==> src/rtl/median_window_5x5.sv <==
// median_window_5x5: 5x5 pixel window for the median path, with fill tracking and aligned syncs.
// Define MEDIAN_WINDOW_ZERO_INVALID_EN to drive window/center to 0 while win_valid is low.
module median_window_5x5 #(
  parameter int WIDTH = 8
) (
  input  logic               clk,
  input  logic               rst,
  input  logic               ce,
  input  logic [WIDTH-1:0]   row0,
  input  logic [WIDTH-1:0]   row1,
  input  logic [WIDTH-1:0]   row2,
  input  logic [WIDTH-1:0]   row3,
  input  logic [WIDTH-1:0]   row4,
  input  logic               de_in,
  input  logic               h_sync_in,
  input  logic               v_sync_in,
  output logic [25*WIDTH-1:0] window,
  output logic [WIDTH-1:0]   center,
  output logic               win_valid,
  output logic               de_out,
  output logic               h_sync_out,
  output logic               v_sync_out
);
  logic [WIDTH-1:0]   r_win [5][5];
  logic [2:0]         r_col_cnt;
  logic [2:0]         r_line_cnt;
  logic               r_de_prev;
  logic               r_win_valid;
  logic               r_de_out;
  logic               r_h_sync;
  logic               r_v_sync;
  logic [WIDTH-1:0]   w_row [5];
  logic               w_accept;
  logic               w_de_fall;
  logic [25*WIDTH-1:0] w_raw;

  assign w_row[0]  = row0;
  assign w_row[1]  = row1;
  assign w_row[2]  = row2;
  assign w_row[3]  = row3;
  assign w_row[4]  = row4;
  assign w_accept  = ce & de_in;
  assign w_de_fall = ce & r_de_prev & ~de_in;

  always_ff @(posedge clk) begin
    if (rst) begin
      r_win       <= '{default: '0};
      r_col_cnt   <= '0;
      r_line_cnt  <= '0;
      r_de_prev   <= 1'b0;
      r_win_valid <= 1'b0;
      r_de_out    <= 1'b0;
      r_h_sync    <= 1'b0;
      r_v_sync    <= 1'b0;
    end else if (ce) begin
      if (w_accept)
        for (int r = 0; r < 5; r++) begin
          for (int c = 4; c > 0; c--) r_win[r][c] <= r_win[r][c-1];
          r_win[r][0] <= w_row[r];
        end
      r_col_cnt   <= w_de_fall ? 3'd0 : (w_accept && r_col_cnt != 3'd4) ? r_col_cnt + 3'd1 : r_col_cnt;
      // frame blanking clears the line count even when a line ends in the same cycle
      r_line_cnt  <= v_sync_in ? 3'd0 : (w_de_fall && r_line_cnt != 3'd4) ? r_line_cnt + 3'd1 : r_line_cnt;
      r_de_prev   <= de_in;
      r_win_valid <= w_accept && r_col_cnt == 3'd4 && r_line_cnt == 3'd4;
      r_de_out    <= de_in;
      r_h_sync    <= h_sync_in;
      r_v_sync    <= v_sync_in;
    end
  end

  for (genvar r = 0; r < 5; r++) begin : g_row
    for (genvar c = 0; c < 5; c++) begin : g_col
      assign w_raw[(5*r+c)*WIDTH +: WIDTH] = r_win[r][c];
    end
  end

`ifdef MEDIAN_WINDOW_ZERO_INVALID_EN
  assign window = r_win_valid ? w_raw : '0;
  assign center = r_win_valid ? r_win[2][2] : '0;
`else
  assign window = w_raw;
  assign center = r_win[2][2];
`endif
  assign win_valid  = r_win_valid;
  assign de_out     = r_de_out;
  assign h_sync_out = r_h_sync;
  assign v_sync_out = r_v_sync;
endmodule

==> config.mk <==
export PLATFORM = sky130hd
export DESIGN_NAME = median_window_5x5
export DESIGN_NICKNAME = d
export VERILOG_FILES = /design/src/rtl/median_window_5x5.sv
export SDC_FILE = /design/constraint.sdc
export NUM_CORES = 1
export LEC_CHECK = 0
export CAP_MARGIN = 10
export CORE_UTILIZATION = 42
export CTS_BUF_LIST = sky130_fd_sc_hd__clkbuf_4 sky130_fd_sc_hd__clkbuf_8
export DETAILED_ROUTE_END_ITERATION = 12
export PLACE_DENSITY = 0.83
export SETUP_SLACK_MARGIN = 0.1
export SKIP_CTS_REPAIR_TIMING = 1
export SYNTH_ARGS = -nofsm -noshare
export SYNTH_HDL_FRONTEND = slang
export SYNTH_SLANG_ARGS = --single-unit
==> constraint.sdc <==
create_clock -name clk -period 1.2 [get_ports clk]
set_input_delay 0.3 -clock clk [delete_from_list [all_inputs] [get_ports clk]]
set_output_delay 0.3 -clock clk [all_outputs]
set_load 0.005 [all_outputs]
==> summary.md, run 1 <==
| Metric | Value |
|---|---|
| Worst path cell trace | `buf_6` |
| Fmax | `775 MHz` |
| Maximum VDD drop | `0.864 mV` |
| Seq/Total Area, Yosys | `56.1%` |
| IO Port Bufs | `257` |
| Area of the multi-input gates | `between 2000 and 3000 µm²` |
| Period utilization | `108%` |
| Clk_skew | `20.6 ps` |
| Largest area contributor in the netlist | `dfxtp_1` |
| Core footprint | `17400 µm²` |
| Commonest cells post-synth | `402 x nand2_1, 210 x dfxtp_1, 205 x a21oi_1` |
| Setup TNS Final | `-10290 ps` |
| Post-DP Area | `11000 µm²` |
| RD Place Congestion | `0.796` |
| Post-synthesis register bit count | `210` |
| Area delta synth->final | `66.4%` |
| GR Util All Layers | `roughly 23%` |
| PD cells | `1200 nW/µm²` |
| Die area | `18400 µm²` |
| Post-route non-filler standard cell count | `roughly 1600` |
| Leading post-synthesis cells by cell area | `dfxtp_1 56%, nand2_1 20%, a21oi_1 14%` |
| Worst Path Required | `900 ps` |
| Largest net degree at the start of global routing | `71` |
| Initial Utilization | `a little over two fifths` |
| Synthesized area | `7500 µm²` |
| Number of max-cap violations | `0` |
| Arrival time worst endpoint | `a little under 1000 ps` |
| Nets | `1404` |
| P_sw | `between 0.003 and 0.004 W` |
| Power Internal | `0.0114 W` |
| Drt pass-1 iters | `5` |
| CP top delay family | `flip-flops` |
| Diode count | `0` |
| Worst path bufs/invs | `1` |
| Startpoint Class | `flip-flop` |
| Grt met2 use | `39.8%` |
| Final worst slack | `-90.1 ps` |
| Most common cell in the netlist | `nand2_1` |
| CTS Buf Count | `36` |
| WL per Instance | `16.1 µm` |
| # rows | `48` |
| Post-synth EDFFs | `0` |
| Leakage | `5.30 nW` |
| CP Capture Type | `primary output` |
| DRC | `0` |
| Placed Cells incl. Taps | `around 1500` |
| Asr flop ratio synth | `0%` |
| Relative slew slack | `roughly 73%` |
| Worst skew pair latency | `520 ps` |
| M1 GR Usage | `between 20 and 30%` |
| Failing checks | `setup timing` |
| # H-tree levels | `2` |
| Period minus WS final | `1290 ps` |
| Register area | `4470 µm²` |
| Total Wirelength | `25800 µm` |
| CTS tree | `yes` |
| Worst path max stage delay | `390 ps` |
| Hold Path Class | `input port to flip-flop` |
| Vias in the first global route | `roughly 6900` |
| Crit-path slowest cell | `dfxtp_4` |
| Met3 Usage GRT | `7.26%` |
| Clk slew on worst S/H paths | `60 ps` |
| Worst-margin pin slew | `405 ps` |
| Clock group share of total power | `about 44%` |
| Synth Instances | `between 900 and 1000` |
| Chip width | `136 µm` |
| Flop pwr share | `47.9%` |
| Post-Syn Nets | `983` |
| Distinct cell type count after synthesis | `29` |
| CP Class | `flip-flop to primary output` |
| Filler cells | `1241` |
| Io pins | `258` |
| Crit path max fanout | `4` |
| Overflow left after global routing | `0` |
| Setup-failing EPs final | `213` |
| Top_reg_cell synth | `dfxtp_1` |
| Via/cell ratio | `4.93` |
| RSZ-0062 raised after global routing | `true` |
| Initial antenna violation count | `0` |
| Switching share of total power | `roughly a quarter` |
| Ratio of cells with drive above 1 in the final layout | `between 50 and 60%` |
| Die Y-Extent | `136 µm` |
| Initial DRC Count | `about 370` |
| TritonCTS Sinks | `210` |
| Routed via count | `about 7900` |
| Combinational power share | `8.4%` |
| Maximum buffer depth of the clock tree | `3` |
| Post-DP HPWL | `14700 µm` |
| Root buffer cell | `clkbuf_8` |
| Yosys warnings | `0` |
| Design Area, Final | `about 12000 µm²` |
| Slew Limit Fails | `0` |
| Top-area cell type share of the netlist area | `56.1%` |
| Status | `finished with violations` |
| Number of nets with antenna violations after routing | `0` |
| Final Hold Vio Count | `0` |
| First-pass GRT wire length | `approximately 33000 µm` |
| Syn avg cell area | `8.04 µm²` |
| Gr busiest metal | `met2` |
[routing by layer]
layer / part of all wire [%] / vias up / wire length (µm)
li1: - / 3850 / -
met1: 37 / 3705 / 9610
met5: 0 / - / 0
met4: 3.3 / 0 / 859
met2: 52 / 291 / 13300
met3: 8.0 / 63 / 2060
[power groups by stage]
stage                     Combinational, W  Sequential (W)  Clock [W]
after global placement             0.00105         0.00729          0
after CTS                          0.00106         0.00714    0.00663
after detailed placement           0.00106         0.00729          0
final                              0.00126         0.00717    0.00653
after floorplan                   0.000470         0.00730          0
after global routing               0.00134         0.00717    0.00701
[final cells by class]
| class | instances | area share (%) |
|---|---|---|
| Sequential cell | 210 | 35.8 |
| Timing Repair Buffer | 457 | 32.5 |
| Multi-Input combinational cell | 643 | 23.3 |
| Clock buffer | 55 | 5.52 |
| Tap cell | 225 | 2.26 |
| Clock inverter | 8 | 0.401 |
| Inverter | 6 | 0.181 |
[cell usage in the layout (no fill, tap or decap), drive strengths merged, types with 2 or more instances in the layout]
cell type / Yosys / routed
a21oi: 205 / 205
and2: 2 / 3
and3b: 2 / 2
buf: 53 / 313
clkbuf: 24 / 156
clkdlybuf4s50: 0 / 42
clkinv: 0 / 4
clkinvlp: 0 / 4
dfxtp: 210 / 210
ha: 4 / 4
inv: 6 / 6
mux2i: 2 / 2
nand2: 403 / 405
nand2b: 2 / 2
nand3: 3 / 3
nor2: 3 / 3
nor3: 2 / 2
o21ai: 2 / 2
[cells by family (layout without fill, tap and decap cells)]
family | after synthesis | count (layout) | synth area share, %
simple gates | 420 | 423 | 21.6
buf+inv | 83 | 526 | 6.71
mux | 2 | 2 | 0.267
fa+ha+maj | 4 | 4 | 0.668
compound gates | 214 | 214 | 14.6
flops | 210 | 210 | 56.1
[path summary, 6_finish.rpt]
kind                       startpoint                    endpoint  slack [ps]  cells after the start
max            center[0]$_SDFFE_PP0P_                   center[0]         -90                      1
min                               rst  r_line_cnt[2]$_SDFFE_PP0P_          60                      2
max reg2reg       de_out$_SDFFE_PP0P_  r_line_cnt[0]$_SDFFE_PP0P_         -30                      4
min reg2reg  window[194]$_SDFFE_PP0P_    window[194]$_SDFFE_PP0P_         450                      2
[sequential cells by signal, indices dropped and copies added, names as in the netlist]
name	cells
window	192
v_sync_out	1
h_sync_out	1
center	8
r_line_cnt	3
win_valid	1
de_out	1
r_col_cnt	3
[through the flow]
| stage | utilization, % | hold slack, ps | total power (W) | setup slack (ps) |
|---|---|---|---|---|
| 6_report | 71.9 | 56.5 | 0.0150 | -90.1 |
| 5_1_grt | 71.9 | 34.6 | 0.0155 | -128 |
| 4_1_cts | 67.5 | 22.8 | 0.0148 | -576 |
| 3_5_place_dp | 63.2 | 449 | 0.00835 | -640 |
| 3_3_place_gp | 63.2 | 442 | 0.00834 | -590 |
| 2_1_floorplan | - | 436 | 0.00777 | 61.4 |
(Power assumes the default switching activity.)
==> inputs of run 2 (changes only) <==
--- a/config.mk
+++ b/config.mk
@@ -9,7 +9,9 @@
 export CORE_UTILIZATION = 42
 export CTS_BUF_LIST = sky130_fd_sc_hd__clkbuf_4 sky130_fd_sc_hd__clkbuf_8
 export DETAILED_ROUTE_END_ITERATION = 12
+export GPL_TIMING_DRIVEN = 1
 export PLACE_DENSITY = 0.83
+export REMOVE_ABC_BUFFERS = 1
 export SETUP_SLACK_MARGIN = 0.1
 export SKIP_CTS_REPAIR_TIMING = 1
 export SYNTH_ARGS = -nofsm -noshare
==> run 2 against run 1 <==
  * The run still ends with setup timing left
  * Worst hold slack improved by 100 ps
  * Cell count increased by 0.50%
  * Via count up 0.30%
  * Cell area shrank 0.90%
  * Sequential share of layout area increased by 0.39 points
  * Flip-flop and latch count unchanged
  * Global-route usage about the same
  * Clock power decreased by 3%
  * Clock skew decreased by 2.1 ps
  * Non-clock buffer count is 15 higher
  * First-iteration DRC count up 1.1%
==> summary.md, run 2 (synthesis results as in run 1) <==
| Metric | Value |
|---|---|
| Post-DP Area | `11100 µm²` |
| Clk slew on worst S/H paths | `60 ps` |
| CTS Buf Count | `35` |
| Worst Hold Depth | `2` |
| Failing checks | `setup timing` |
| TritonCTS Sinks | `210` |
| Io pins | `~260` |
| Largest net degree at the start of global routing | `50` |
| Root buffer cell | `clkbuf_8` |
| Die area | `about 18000 µm²` |
| Met3 Usage GRT | `~7.4%` |
| Most common cell after layout, fill and taps aside | `nand2_1` |
| Overflow left after global routing | `0` |
| Setup TNS Final | `-7430 ps` |
| Reg2reg end | `r_line_cnt[2]$_SDFFE_PP0P_` |
| WL per Instance | `15.0 µm` |
| Vias in the first global route | `roughly 7000` |
| Number of nets with antenna violations after routing | `0` |
| PD cells | `1190 nW/µm²` |
| CTS tree | `yes` |
| Leakage | `5.31 nW` |
| Arrival time worst endpoint | `1050 ps` |
| CP Capture Type | `primary output` |
| # H-tree levels | `2` |
| M1 GR Usage | `26.3%` |
| Routed via count | `7933` |
| Relative slew slack | `79.7%` |
| Post-DP HPWL | `14700 µm` |
| Worst skew pair latency | `500 ps` |
| Nets | `1415` |
| Initial DRC Count | `372` |
| Core footprint | `around 17000 µm²` |
| Placed Cells incl. Taps | `1471` |
| GR Util All Layers | `between 20 and 25%` |
| Status | `finished with violations` |
| Design Area, Final | `12400 µm²` |
| Worst hold path startpoint | `rst` |
| Period utilization | `112%` |
| Final worst slack | `-146 ps` |
| Grt met2 use | `38.5%` |
| Drt pass-1 iters | `5` |
| Via/cell ratio | `4.92` |
| Period minus WS final | `1350 ps` |
| Chip width | `about 140 µm` |
| RD Place Congestion | `just under 0.8` |
| CP Class | `flip-flop to primary output` |
| Initial antenna violation count | `0` |
| Power Total | `0.0147 W` |
| R2r setup slk | `-20 ps` |
| Largest register FFs | `192` |
| Reg2Reg Depth | `4` |
| Most frequent cells in the layout | `400 x nand2_1, 205 x a21oi_1, 204 x dfxtp_2` |
| Worst Path Required | `about 900 ps` |
| # rows | `48` |
| Diode count | `0` |
| Filler cells | `about 1200` |
| DRC | `0` |
| Clk_skew | `about 18 ps` |
| Final Hold Vio Count | `0` |
| Die Y-Extent | `136 µm` |
| Fmax | `743 MHz` |
| Final Util | `a little under three quarters` |
| First-pass GRT wire length | `~34000 µm` |
| Slew Limit Fails | `0` |
| Area delta synth->final | `64.9%` |
| Maximum VDD drop | `1.21 mV` |
| Worst-margin pin slew | `304 ps` |
| Hold path endpoint | `v_sync_out$_SDFFE_PP0P_` |
| Startpoint Class | `flip-flop` |
| Number of max-cap violations | `0` |
| Hold Path Class | `input port to flip-flop` |
| Gr busiest metal | `met2` |
| Total Wirelength | `24100 µm` |
| IO Port Bufs | `between 200 and 300` |
| Initial Utilization | `43.2%` |
| Crit path max fanout | `3` |
| Setup-failing EPs final | `between 200 and 250` |
| Ratio of cells with drive above 1 in the final layout | `between 50% and 60%` |
| Post-route non-filler standard cell count | `roughly 1600` |
| Origin of the critical flop-to-flop path | `r_line_cnt[1]$_SDFFE_PP0P_` |
| RSZ-0062 raised after global routing | `true` |
| Maximum buffer depth of the clock tree | `3` |
[run 2: cell types whose count changed in the layout (fill, tap and decap cells not counted), moves of 4 or more]
| cell | delta |
|---|---|
| buf_6 | -12 |
| buf_12 | +7 |
| clkinv_2 | -4 |
| clkbuf_16 | -6 |
| clkbuf_2 | +9 |
| clkbuf_4 | +5 |
| buf_4 | +20 |
[run 2: how the worst max path moves through the flow]
stage | start | end | slack [ps] | cells after the start
after detailed placement | de_in | window[73]$_SDFFE_PP0P_ | -600 | 6
final | center[0]$_SDFFE_PP0P_ | center[0] | -150 | 2
after global placement | de_in | window[63]$_SDFFE_PP0P_ | -530 | 6
after floorplan | ce | r_col_cnt[2]$_SDFFE_PP0P_ | -3180 | 3
after CTS | center[6]$_SDFFE_PP0P_ | window[102] | -570 | 1
after global routing | center[0]$_SDFFE_PP0P_ | center[0] | -190 | 2
[run 2: stage by stage]
step                worst slack [ps]  hold slack, ps
CTS                             -570             120
detailed placement              -605             446
finish                          -146             157
floorplan                      -3180             369
global placement                -532             441
global route                    -186             128
[run 2: where the power goes]
part           internal [W]  switching, W  total, W
Sequential          0.00708     0.0000728   0.00716
Combinational      0.000619      0.000596   0.00121
Clock               0.00364       0.00271   0.00635
Total                0.0113       0.00338    0.0147
[run 2: metal layers]
metal	share of wire, %	vias up
met1	38	3715
li1	-	3854
met5	0	-
met4	2.6	0
met2	51	310
met3	8.0	54
[run 2: layout make-up]
class / instances / area [µm²] / share of cell area, %
Tap cell: 225 / 282 / 2.28
Inverter: 6 / 22.5 / 0.182
Multi-Input combinational cell: 640 / 2850 / 23.0
Timing Repair Buffer: 472 / 4030 / 32.6
Sequential cell: 210 / 4470 / 36.2
Clock buffer: 58 / 698 / 5.65
Clock inverter: 1 / 7.51 / 0.0607
[run 2: worst max-delay path: stages (launching register included)]
cell     delay (ps)
dfxtp_2         330
buf_6           110
buf_6           100
